`config.mk`:
```
export PLATFORM = sky130hd
export DESIGN_NAME = controller_select_fsm
export DESIGN_NICKNAME = d
export VERILOG_FILES = /design/src/rtl/controller_pkg.sv /design/src/rtl/btn_debounce.sv /design/src/rtl/controller_select_fsm.sv
export SDC_FILE = /design/constraint.sdc
export NUM_CORES = 1
export LEC_CHECK = 0
export BUFFER_PORTS_ARGS = -buffer_cell sky130_fd_sc_hd__buf_2
export CORE_MARGIN = 3
export CORE_UTILIZATION = 40
export DETAILED_ROUTE_END_ITERATION = 8
export GPL_TIMING_DRIVEN = 0
export SLEW_MARGIN = 15
export SYNTH_ARGS = -nofsm -noshare
export SYNTH_HDL_FRONTEND = slang
export SYNTH_SLANG_ARGS = --single-unit
```
`constraint.sdc`:
```
create_clock -name clk_in -period 2.1 [get_ports clk_in]
set_input_delay 0.21 -clock clk_in [delete_from_list [all_inputs] [get_ports clk_in]]
set_output_delay 0.21 -clock clk_in [all_outputs]
set_load 0.005 [all_outputs]
```
`src/rtl/controller_pkg.sv`:
```
// Shared definitions for the routing-mode selector.
//   NUM_MODES / MODE_MAX : size of the routing mode space (0..11)
//   OFF_CODE             : value the routing mux drives while blank_out is high
//   state_t              : selector FSM state encoding
//   cnt_width()          : width of a counter holding 0..n-1
//   mode_step()          : modulo-12 step up or down
package controller_pkg;

  localparam int          NUM_MODES = 12;
  localparam int          MODE_MAX  = 11;
  localparam logic [11:0] OFF_CODE  = 12'hFFF;

  typedef enum logic [1:0] {
    ST_IDLE     = 2'd0,
    ST_BLANK    = 2'd1,
    ST_WAIT_REL = 2'd2
  } state_t;

  function automatic int cnt_width(input int n);
    return (n > 1) ? $clog2(n) : 1;
  endfunction

  function automatic logic [3:0] mode_step(input logic [3:0] mode, input logic up);
    logic [3:0] res;
    if (up) res = (mode >= 4'(MODE_MAX)) ? 4'd0 : mode + 4'd1;
    else    res = (mode == 4'd0 || mode > 4'(MODE_MAX)) ? 4'(MODE_MAX) : mode - 4'd1;
    return res;
  endfunction

endpackage

```
`src/rtl/btn_debounce.sv`:
```
// Button conditioner: 2-flop synchronizer, level debounce, press pulse.
//   clk_sys   : system clock
//   rst_b     : asynchronous active-low reset (button reads as released)
//   btn_raw   : raw active-low button, asynchronous to clk_sys
//   level     : debounced button level (1 = released)
//   press     : one-cycle pulse on a debounced 1->0 transition
module btn_debounce #(
  parameter int DEBOUNCE_CYCLES = 50000
) (
  input  logic clk_sys,
  input  logic rst_b,
  input  logic btn_raw,
  output logic level,
  output logic press
);
  import controller_pkg::*;

  localparam int CNT_W = cnt_width(DEBOUNCE_CYCLES);

  logic             sync_1;
  logic             sync_2;
  logic             level_q;
  logic             press_q;
  logic [CNT_W-1:0] cnt_q;

  // The counter only runs while the synchronized level disagrees with the
  // accepted level; any return to agreement (a bounce) restarts it.
  always_ff @(posedge clk_sys or negedge rst_b) begin
    if (!rst_b) begin
      sync_1  <= 1'b1;
      sync_2  <= 1'b1;
      level_q <= 1'b1;
      press_q <= 1'b0;
      cnt_q   <= '0;
    end else begin
      sync_1  <= btn_raw;
      sync_2  <= sync_1;
      press_q <= 1'b0;
      if (sync_2 == level_q) begin
        cnt_q <= '0;
      end else if (cnt_q == CNT_W'(DEBOUNCE_CYCLES - 1)) begin
        level_q <= sync_2;
        press_q <= ~sync_2;
        cnt_q   <= '0;
      end else begin
        cnt_q <= cnt_q + 1'b1;
      end
    end
  end

  assign level = level_q;
  assign press = press_q;

endmodule

```
`src/rtl/controller_select_fsm.sv`:
```
// Routing-mode selector driven by next/prev push buttons.
//   clk_in       : system clock
//   reset_n_in   : asynchronous active-low reset
//   next_btn_in  : raw "next mode" button, active-low, asynchronous
//   prev_btn_in  : raw "previous mode" button, active-low, asynchronous
//   select_out   : routing mode 0..11
//   blank_out    : high while the routing mux must output OFF_CODE
//   changed_out  : one-cycle pulse on every select_out update
// Build option: define SELECT_AUTOREPEAT_EN to step repeatedly while a
// single button stays held (every REPEAT_CYCLES cycles).
//
// state       | meaning
// ------------+-----------------------------------------------------
// ST_IDLE     | waiting for a press event
// ST_BLANK    | mode just changed; mux blanked for BLANK_CYCLES cycles
// ST_WAIT_REL | waiting for both buttons released (or auto-repeat)
module controller_select_fsm
  import controller_pkg::*;
#(
  parameter int DEBOUNCE_CYCLES = 50000,
  parameter int BLANK_CYCLES    = 1000,
  parameter int REPEAT_CYCLES   = 25000000,
  parameter int INIT_MODE       = 0
) (
  input  logic       clk_in,
  input  logic       reset_n_in,
  input  logic       next_btn_in,
  input  logic       prev_btn_in,
  output logic [3:0] select_out,
  output logic       blank_out,
  output logic       changed_out
);

  localparam int         BLK_W    = cnt_width(BLANK_CYCLES);
  localparam logic [3:0] INIT_SEL = (INIT_MODE < 0 || INIT_MODE > MODE_MAX) ? 4'd0 : 4'(INIT_MODE);

  logic nxt_level, nxt_press;
  logic prv_level, prv_press;

  btn_debounce #(.DEBOUNCE_CYCLES(DEBOUNCE_CYCLES)) u_next_db (
    .clk_sys (clk_in),
    .rst_b   (reset_n_in),
    .btn_raw (next_btn_in),
    .level   (nxt_level),
    .press   (nxt_press)
  );

  btn_debounce #(.DEBOUNCE_CYCLES(DEBOUNCE_CYCLES)) u_prev_db (
    .clk_sys (clk_in),
    .rst_b   (reset_n_in),
    .btn_raw (prev_btn_in),
    .level   (prv_level),
    .press   (prv_press)
  );

  state_t           state_q, state_nxt;
  logic [3:0]       select_q, select_nxt;
  logic [BLK_W-1:0] blank_cnt_q, blank_cnt_nxt;
  logic             changed_q, changed_nxt;

`ifdef SELECT_AUTOREPEAT_EN
  localparam int RPT_W = cnt_width(REPEAT_CYCLES);
  localparam logic [RPT_W-1:0] RPT_LOAD = RPT_W'(REPEAT_CYCLES - 1);
  logic [RPT_W-1:0] rpt_cnt_q, rpt_cnt_nxt;
`endif

  always_ff @(posedge clk_in or negedge reset_n_in) begin
    if (!reset_n_in) begin
      state_q     <= ST_IDLE;
      select_q    <= INIT_SEL;
      blank_cnt_q <= '0;
      changed_q   <= 1'b0;
`ifdef SELECT_AUTOREPEAT_EN
      rpt_cnt_q   <= '0;
`endif
    end else begin
      state_q     <= state_nxt;
      select_q    <= select_nxt;
      blank_cnt_q <= blank_cnt_nxt;
      changed_q   <= changed_nxt;
`ifdef SELECT_AUTOREPEAT_EN
      rpt_cnt_q   <= rpt_cnt_nxt;
`endif
    end
  end

  always_comb begin
    state_nxt     = state_q;
    select_nxt    = select_q;
    blank_cnt_nxt = blank_cnt_q;
    changed_nxt   = 1'b0;
`ifdef SELECT_AUTOREPEAT_EN
    rpt_cnt_nxt   = rpt_cnt_q;
`endif

    case (state_q)
      ST_IDLE: begin
        if (nxt_press && prv_press) begin
          state_nxt = ST_WAIT_REL;
`ifdef SELECT_AUTOREPEAT_EN
          rpt_cnt_nxt = RPT_LOAD;
`endif
        end else if (nxt_press || prv_press) begin
          select_nxt    = mode_step(select_q, nxt_press);
          changed_nxt   = 1'b1;
          blank_cnt_nxt = BLK_W'(BLANK_CYCLES - 1);
          state_nxt     = ST_BLANK;
        end
      end

      // Press events arriving here are dropped, not queued.
      ST_BLANK: begin
        if (blank_cnt_q == '0) begin
          state_nxt = ST_WAIT_REL;
`ifdef SELECT_AUTOREPEAT_EN
          rpt_cnt_nxt = RPT_LOAD;
`endif
        end else begin
          blank_cnt_nxt = blank_cnt_q - 1'b1;
        end
      end

      ST_WAIT_REL: begin
        if (nxt_level && prv_level) begin
          state_nxt = ST_IDLE;
        end
`ifdef SELECT_AUTOREPEAT_EN
        else if (nxt_level ^ prv_level) begin
          if (rpt_cnt_q == '0) begin
            select_nxt    = mode_step(select_q, ~nxt_level);
            changed_nxt   = 1'b1;
            blank_cnt_nxt = BLK_W'(BLANK_CYCLES - 1);
            state_nxt     = ST_BLANK;
          end else begin
            rpt_cnt_nxt = rpt_cnt_q - 1'b1;
          end
        end else begin
          rpt_cnt_nxt = RPT_LOAD;
        end
`endif
      end

      default: state_nxt = ST_IDLE;
    endcase
  end

  assign select_out  = select_q;
  assign blank_out   = (state_q == ST_BLANK);
  assign changed_out = changed_q;

endmodule

```
# Word level (Yosys, flattened, before mapping)

Cells that the tools add are included.

Add/sub/neg operators: 5
Order comparisons: 2
Eq/ne operators: 12
Mux-type cells: 23
Bitwise operators: 5
Reductions and logical operators: 13

Operators with widths:

| operator                                                               | count |
|---|---|
| 16-bit 2-to-1 mux                                                      | 4 |
| 16-bit by 1-bit adder with 16-bit output (second input constant)       | 2 |
| 16-bit equality test (second input constant)                           | 2 |
| 10-bit 2-to-1 mux                                                      | 3 |
| 10-bit case mux with 2 select lines                                    | 1 |
| 4-bit 2-to-1 mux                                                       | 3 |
| 10-bit logical NOT                                                     | 1 |
| 10-bit by 1-bit subtractor with 10-bit output (second input constant)  | 1 |
| 2-bit 2-to-1 mux                                                       | 4 |
| 2-bit inequality test (second input constant)                          | 4 |
| 1-bit 2-to-1 mux                                                       | 7 |
| 2-bit case mux with 3 select lines                                     | 1 |
| 3-bit AND reduction                                                    | 2 |
| 1-bit NOT                                                              | 5 |
| 4-bit by 1-bit adder with 4-bit output (second input constant)         | 1 |
| 4-bit >= comparator (second input constant)                            | 1 |
| 4-bit greater-than comparator (second input constant)                  | 1 |
| 4-bit logical NOT                                                      | 1 |
| 2-bit AND reduction                                                    | 2 |
| 4-bit AND reduction                                                    | 1 |
| 4-bit by 1-bit subtractor with 4-bit output (second input constant)    | 1 |
| 3-bit inequality test (second input constant)                          | 1 |
| 1-bit equality test                                                    | 2 |
| 2-bit by 1-bit equality test with 1-bit output (second input constant) | 1 |
| other kinds (6)                                                        | 8 |

Bits in registers: 57
Input bits: 4
Output and inout bits: 6
Word-level logic and storage cells: 74

# Depth between registers and ports, before layout

Gate-level depths: netlist of run 1.

Depth after elaboration: 4
Gate-level depth with buffers: 8
Gate-level depth less buffers: 7

# Modules after synthesis

From an unflattened synthesis of run 1, not the netlist that was laid out.

Cell total of the unflattened synthesis: 308
Area total of the unflattened synthesis: 3221.8 µm²

By module, submodules not included:

| module                | instances | cells an instance | area each (µm²) | seq. area each (µm²) |
|---|---|---|---|---|
| btn_debounce          | 2         | 93                | 1063.5          | 504.2 |
| controller_select_fsm | 1         | 122               | 1094.8          | 425.4 |

# Worst setup path before layout of run 1

OpenSTA, ideal clock, no wires.

Path kind: reg2reg
From: reg u_next_db.press_q (netlist: u_next_db.press)
To: reg select_q[3] (netlist: select_out[3])
Setup time: 128 ps
Arrival time: 1827 ps
Required time: 1972 ps
Setup slack: 145 ps
Cell stages (with the launch flop): 9
Path buffers: 1
Period minus slack after synthesis: 1955 ps
Cells stage by stage: dfrtp_1 inv_1 ha_1 or3b_2 clkbuf_1 inv_1 nand3_1 o32ai_1 a21oi_1

Cells in the longest elaborated chain, start to end: 3
Elaborated cells between the ends (all ways): 5
Classes of those cells: 1 x mux; 1 x bitwise; 3 x reduce/logical

Ends and longest elaborated chain:

| element                       | line                        | RTL |
|---|---|---|
| from (decl)                   | btn_debounce.sv:23          | `logic press_q;` |
| from (signal assigned)        | btn_debounce.sv:43          | `press_q <= ~sync_2;` |
| 1-bit logical AND             | controller_select_fsm.sv:98 | `if (nxt_press && prv_press) begin` |
| 1-bit NOT (no line)           | -                           |  |
| 3-bit AND reduction (no line) | -                           |  |
| to (signal assigned)          | controller_select_fsm.sv:78 | `select_q <= select_nxt;` |
| to (decl)                     | controller_select_fsm.sv:57 | `logic [3:0] select_q, select_nxt;` |

Parallel ways exist; a longest one is shown, timed or not.
A chain may end at the register's enable or synchronous reset.

# Worst setup path after layout of run 1

From: reg u_prev_db.cnt_q[5]
To: reg u_prev_db.cnt_q[6]

Cells in the longest elaborated chain, start to end: 3
Elaborated cells between the ends (all ways): 4
Classes of those cells: 1 x add/sub; 1 x eq/ne; 2 x mux

Ends and longest elaborated chain:

| element                                                                          | line                                   | RTL |
|---|---|---|
| from (decl)                                                                      | btn_debounce.sv:24                     | `logic [CNT_W-1:0] cnt_q;` |
| from (signal assigned)                                                           | btn_debounce.sv:46                     | `cnt_q <= cnt_q + 1'b1;` |
| 16-bit by 1-bit adder with 16-bit output or 16-bit equality test (tied branches) | btn_debounce.sv:46, btn_debounce.sv:41 |  |
| 16-bit 2-to-1 mux (*)                                                            | btn_debounce.sv:41                     | `end else if (cnt_q == CNT_W'(DEBOUNCE_CYCLES - 1)) begin` |
| 16-bit 2-to-1 mux (*)                                                            | btn_debounce.sv:39                     | `if (sync_2 == level_q) begin` |

Every way passes the cells marked *; elsewhere a longest branch is shown, timed or not.

==> results_dict.tcl, run 1 <==
set metrics [dict create \
    vias_per_cell 5.27 \
    initial_core_util 0.418 \
    dpl_cell_area_um2 3050 \
    dp_hpwl_um 3620 \
    drt-total-wl_um 5330 \
    yosys-top-cells-area "dfrtp_1, xnor2_1, dfstp_2" \
    setup.worst_path.start "u_prev_db.cnt_q[5]$_DFF_PN0_" \
    design_area_um2 3320 \
    io_buffers 9 \
    nNetsFinal 325 \
    drt-initial-drc-count 93 \
    core_area_um2 6910 \
    grt_usage 0.144 \
    vdd_drop_max_mv 0.374 \
    grt_max_degree 58 \
    dp.cells 397 \
    drive_gt1_frac 0.160 \
    grt_use_met2 0.223 \
    clock-skew-final_ns 0.00966 \
    leakagePower_nw 1.38 \
    clock_power_share 0.454 \
    synthDistinctLibCells 51 \
    path_class "flip-flop to flip-flop" \
    clk_latency_ns 0.32 \
    met3_usage 0.0331 \
    met1_usage 0.193 \
    fin_cells 415 \
    synth-edff-count 0 \
    antenna_found_initial 0 \
    crit_family "simple AND/OR/NAND/NOR gates" \
    timing.rr.start "u_prev_db.cnt_q[5]$_DFF_PN0_" \
    cp-start-kind "flip-flop" \
    fin_crit_ns 1.96 \
    seq_area_frac_synth 0.497 \
    clkSinkCount 57 \
    powerDensity_nw_per_um2 655 \
    die_x_um 91.0 \
    path_clk_slew_ns 0.06 \
    cts_made_buffers 9 \
    fin_crit_sh 0.933 \
    switchingPower_mw 0.459 \
    yosysWarnings 0 \
    hp-class "flip-flop to flip-flop" \
    synth_seq_cells 57 \
    hold_violations 0 \
    setup_viol 0 \
    diodes 0 \
    die_h_um 91.0 \
    synth_nets 303 \
    syn_inst 292 \
    critPathCaptureType "flip-flop" \
    finalMaxSlewViolations 0 \
    comb_power_share 0.027 \
    synth_top_area_cell "dfrtp_1" \
    io_pins 10 \
    async_flop_share 1.00 \
    max-slew-margin-rel 0.523 \
    grt_busiest_layer "met2" \
    drcViolationCount 0 \
    htree_levels 3 \
    slowest_stage "or4_4" \
    crit_path_max_fanout 10 \
    fin_ws_ns 0.141 \
    grt_pass1_wl_um 9800 \
    routedWlPerCell_um 12.8 \
    synth_ff_type "dfrtp_1" \
    worst_slew_pin_slew_ns 0.715 \
    post-route-util 0.480 \
    rows 30 \
    synth.cell_area_um2 2890 \
    gp_congestion 0.792 \
    seqPwrFrac 0.519 \
    layout-area-overhead-vs-synth_pct 14.9 \
    grt_pass1_vias 2140 \
    r2r_setup_slack_ns 0.14 \
    clockBufferDepth 2 \
    syn_area_per_cell_um2 9.89 \
    ant_nets 0 \
    grt_overflow 0 \
    dieArea_um2 8270 \
    required_ns 2.30 \
    drv_cap 0 \
    pre_cts_ws_ns -0.200 \
    dr.pass1.iters 4 \
    yosysTopAreaCellShare 0.442 \
    num_vias 2187 \
    switching_share 0.211 \
    arrival_ns 2.16 \
    critPathMaxStageDelay_ns 0.58 \
    hp-start "u_next_db.sync_1$_DFF_PN1_" \
    fmax_mhz 511 \
    cp.buffers_inverters 1 \
    status "complete, no violations" \
    p_int_mw 1.71 \
    root_buffer "clkbuf_8" \
    crit_chain "or4b_1 -> or4_4 -> nand2_4 -> buf_6 -> nor2_1" \
    cts_tree "built" \
]
## through the flow
| stage | TNS (ns) | hold WS [ns] | total power [mW] |
|---|---|---|---|
| floorplan | 0 | -0.0856 | 1.17 |
| global placement | -0.466 | 0.317 | 1.20 |
| detailed placement | -1.07 | 0.316 | 1.20 |
| CTS | 0 | 0.356 | 2.21 |
| global route | -0.00671 | 0.364 | 2.27 |
| finish | 0 | 0.355 | 2.17 |
## flip-flops by register name (all words and copies together), names as in the netlist
register	count
changed_out	1
u_prev_db.level	1
u_prev_db.sync_1	1
state_q	2
u_next_db.sync_2	1
u_prev_db.cnt_q	16
u_prev_db.sync_2	1
u_next_db.press	1
select_out	4
u_prev_db.press	1
blank_cnt_q	10
u_next_db.cnt_q	16
u_next_db.level	1
u_next_db.sync_1	1
## cell type report
class	instances	area, um^2
Tap cell	96	120
Clock buffer	13	149
Timing Repair Buffer	12	77.6
Fill cell	685	3590
Buffer	5	28.8
Clock inverter	3	40.0
Multi-Input combinational cell	213	1410
Sequential cell	57	1440
Inverter	16	60.1
## synthesized netlist by cell type (3+ instances only)
master    instances
o21ai_0          10
xor2_1            5
or4_1             3
nand3_1          20
nor2_1           38
ha_1              7
and3_1            5
nor4_1            9
inv_1            16
o31ai_1           4
or3b_2            4
clkbuf_1          4
nand4_1           8
nor3_1           13
a21oi_1          12
nor3b_1           3
or3_1             3
dfrtp_1          51
xnor2_1          23
nand4b_1          3
dfstp_2           6
nand2_1          12
## path summary, 6_finish.rpt
kind                                           endpoint  cells after the start
max in group asynchronous     u_next_db.press$_DFF_PN0_                      2
hold reg to reg              u_next_db.sync_2$_DFF_PN1_                      0
min in group asynchronous     select_out[2]$_DFFE_PN0P_                      2
setup reg to reg           u_prev_db.cnt_q[6]$_DFF_PN0_                      5
hold / removal               u_next_db.sync_2$_DFF_PN1_                      0
setup / recovery           u_prev_db.cnt_q[6]$_DFF_PN0_                      5
## power groups by stage
stage	logic (mW)	registers [mW]	clock network, mW
finish	0.0578	1.13	0.986
global route	0.0679	1.13	1.07
CTS	0.0608	1.13	1.02
detailed placement	0.0568	1.15	0
global placement	0.0546	1.15	0
floorplan	0.0243	1.14	0
## worst reg2reg max path: cells and delay by family (launching register included)
kind,cells,cell delay (ns)
and+or+nand+nor,4,1.29
buffers and inverters,1,0.14
DFF,1,0.42
## metal layers
| layer | part of all wire | wire length [um] |
|---|---|---|
| met5 | 0 | 0 |
| met4 | 0.015 | 82 |
| met3 | 0.031 | 167 |
| met2 | 0.45 | 2400 |
| met1 | 0.50 | 2690 |
## repair_timing
item / CTS / global route
gates resized for setup: 5 / 6
hold buffers: 3 / 0
pin swaps: 0 / 1
hold endpoints to repair: 53 / 0
endpoints found under the setup margin: 9 / 11
setup buffers: 0 / 0
## cell families after synthesis
| family | after synthesis | share of synthesized area |
|---|---|---|
| DFF | 57 | 0.497 |
| adders and majority gates | 7 | 0.0303 |
| xor gates and xnor gates | 28 | 0.0850 |
| AOI/OAI and AO/OA | 40 | 0.0871 |
| muxes | 3 | 0.0126 |
| and+or+nand+nor | 135 | 0.257 |
| buffers and inverters | 22 | 0.0316 |
## layout by cell type (no fill, tap or decap), types with 9 or more instances in the layout
| cell type | n |
|---|---|
| nand3_1 | 20 |
| nand2_1 | 12 |
| inv_1 | 16 |
| dfrtp_1 | 50 |
| nor3_1 | 12 |
| o21ai_0 | 10 |
| nor2_1 | 38 |
| xnor2_1 | 23 |
| buf_2 | 9 |
| a21oi_1 | 12 |
| clkbuf_8 | 10 |
(Power assumes the default switching activity.)
==> run 2, diff against run 1 <==
--- a/config.mk
+++ b/config.mk
@@ -7,9 +7,10 @@
 export LEC_CHECK = 0
 export BUFFER_PORTS_ARGS = -buffer_cell sky130_fd_sc_hd__buf_2
 export CORE_MARGIN = 3
-export CORE_UTILIZATION = 40
+export CORE_UTILIZATION = 55
 export DETAILED_ROUTE_END_ITERATION = 8
 export GPL_TIMING_DRIVEN = 0
+export PLACE_DENSITY = 0.75
 export SLEW_MARGIN = 15
 export SYNTH_ARGS = -nofsm -noshare
 export SYNTH_HDL_FRONTEND = slang
==> results_dict.tcl, run 2 (same netlist as run 1, synthesis figures left out) <==
set metrics [dict create \
    status "complete, no violations" \
    io_pins 10 \
    required_ns 2.32 \
    grt_max_degree 58 \
    r2r_setup_slack_ns 0.13 \
    diodes 0 \
    root_buffer "clkbuf_8" \
    cts_tree "built" \
    clkSinkCount 57 \
    clockBufferDepth 2 \
    dpl_cell_area_um2 3020 \
    leakagePower_nw 1.37 \
    grt_pass1_wl_um 9020 \
    powerDensity_nw_per_um2 631 \
    worst_slew_pin_slew_ns 0.680 \
    reg2regPathDepth 7 \
    rows 25 \
    grt_pass1_vias 1987 \
    antenna_found_initial 0 \
    vdd_drop_max_mv 0.327 \
    multi_input_area_um2 1390 \
    ant_nets 0 \
    die_x_um 78.4 \
    register_area_um2 1440 \
    core_area_um2 4910 \
    gp_congestion 0.793 \
    drv_cap 0 \
    cp-start-kind "flip-flop" \
    finalMaxSlewViolations 0 \
    cts_made_buffers 9 \
    min_path_cells 0 \
    grt_usage 0.187 \
    hold_violations 0 \
    grt_overflow 0 \
    clk_latency_ns 0.33 \
    max-slew-margin-rel 0.546 \
    drcViolationCount 0 \
    fin_crit_ns 1.97 \
    die_h_um 78.4 \
    endpoint "select_out[3]$_DFFE_PN0P_" \
    design_area_um2 3240 \
    layout_common_cells "dfrtp_1, nor2_1, xnor2_1, nand3_1, inv_1" \
    path_clk_slew_ns 0.07 \
    setup.worst_path.start "u_next_db.press$_DFF_PN0_" \
    reg2reg_to "select_out[3]$_DFFE_PN0P_" \
    fin_ws_ns 0.127 \
    dieArea_um2 6150 \
    fmax_mhz 507 \
    layout-area-overhead-vs-synth_pct 12.3 \
    arrival_ns 2.19 \
    postCtsSetupBuffers 0 \
    io_buffers 9 \
    drt-initial-drc-count 71 \
    fillers 400 \
    setup_viol 0 \
    path_class "flip-flop to flip-flop" \
    critPathCaptureType "flip-flop" \
    fin_crit_sh 0.940 \
    pre_cts_ws_ns -0.105 \
    dr.pass1.iters 4 \
    vias_per_cell 5.63 \
    num_vias 2174 \
    routedWlPerCell_um 13.2 \
    final_common_cell "dfrtp_1" \
    hp-class "flip-flop to flip-flop" \
    initial_core_util 0.588 \
    drt-total-wl_um 5100 \
    tns_ns 0 \
    crit_path_max_fanout 7 \
    drive_gt1_frac 0.160 \
    biggestRegsByFlops "u_next_db.cnt_q: 16 flops, u_prev_db.cnt_q: 16 flops, blank_cnt_q: 10 flops" \
    dp_hpwl_um 3420 \
    htree_levels 3 \
    timing.rr.start "u_next_db.press$_DFF_PN0_" \
    nNetsFinal 325 \
    clock-skew-final_ns 0.00653 \
]
## run 2: cell count changes in the layout (fill, tap and decap cells not counted)
| cell | delta |
|---|---|
| bufinv_16 | -1 |
| clkbuf_1 | -1 |
| clkinv_2 | +2 |
| nor3b_2 | +1 |
| nor3b_4 | -1 |
| o21ai_0 | -1 |
| o21ai_1 | +1 |
| o32ai_1 | +1 |
| o32ai_2 | -1 |
## run 2: routing by layer
metal / GRT usage / routed length (um)
met1: 0.247 / 2510
met4: 0.0839 / 89
met5: 0 / 0
met2: 0.289 / 2310
met3: 0.0516 / 200
## run 2: worst min-delay path by stage
stage | from | endpoint | slack (ns)
6_report | u_prev_db.sync_1$_DFF_PN1_ | u_prev_db.sync_2$_DFF_PN1_ | 0.36
5_1_grt | u_next_db.sync_1$_DFF_PN1_ | u_next_db.sync_2$_DFF_PN1_ | 0.36
3_3_place_gp | next_btn_in | u_next_db.sync_1$_DFF_PN1_ | 0.32
2_1_floorplan | reset_n_in | blank_cnt_q[0]$_DFFE_PN0P_ | -0.09
3_5_place_dp | reset_n_in | select_out[2]$_DFFE_PN0P_ | 0.31
4_1_cts | u_prev_db.sync_1$_DFF_PN1_ | u_prev_db.sync_2$_DFF_PN1_ | 0.36
## run 2: repair_timing
action                                  4_1_cts  5_1_grt
hold buffers                                  3        0
endpoints found under the setup margin        6       11
resized for setup                             4        6
pin swaps                                     0        1
hold endpoints to repair                     53        0
## run 2: final cells by class
cell class                      count  share of cell area
Inverter                           16              0.0185
Sequential cell                    57               0.443
Clock inverter                      4             0.00618
Tap cell                           67              0.0259
Buffer                              5             0.00888
Timing Repair Buffer               12              0.0239
Clock buffer                       12              0.0448
Multi-Input combinational cell    213               0.429
## run 2: through the flow
step	power [mW]	instances	util	hold WS, ns
6_report	2.05	386	0.660	0.356
5_1_grt	2.13	386	0.660	0.360
4_1_cts	2.07	386	0.657	0.356
3_5_place_dp	1.20	368	0.615	0.307
3_3_place_gp	1.20	368	0.614	0.316
2_1_floorplan	1.17	292	-	-0.0856
## run 2: worst max-delay path, cell delays in order, from the launching register on
cell and delay [ns]:
dfrtp_2 0.42, inv_1 0.11, ha_1 0.30, or3b_4 0.43
inv_1 0.13, nand3_1 0.12, o32ai_1 0.25, a21oi_1 0.10
## run 2: where the power goes
| part | internal (mW) | leakage [nW] | switching, mW |
|---|---|---|---|
| sequential | 1.12 | 0.769 | 0.0129 |
| clock | 0.452 | 0.0899 | 0.409 |
| combinational | 0.0196 | 0.509 | 0.0376 |
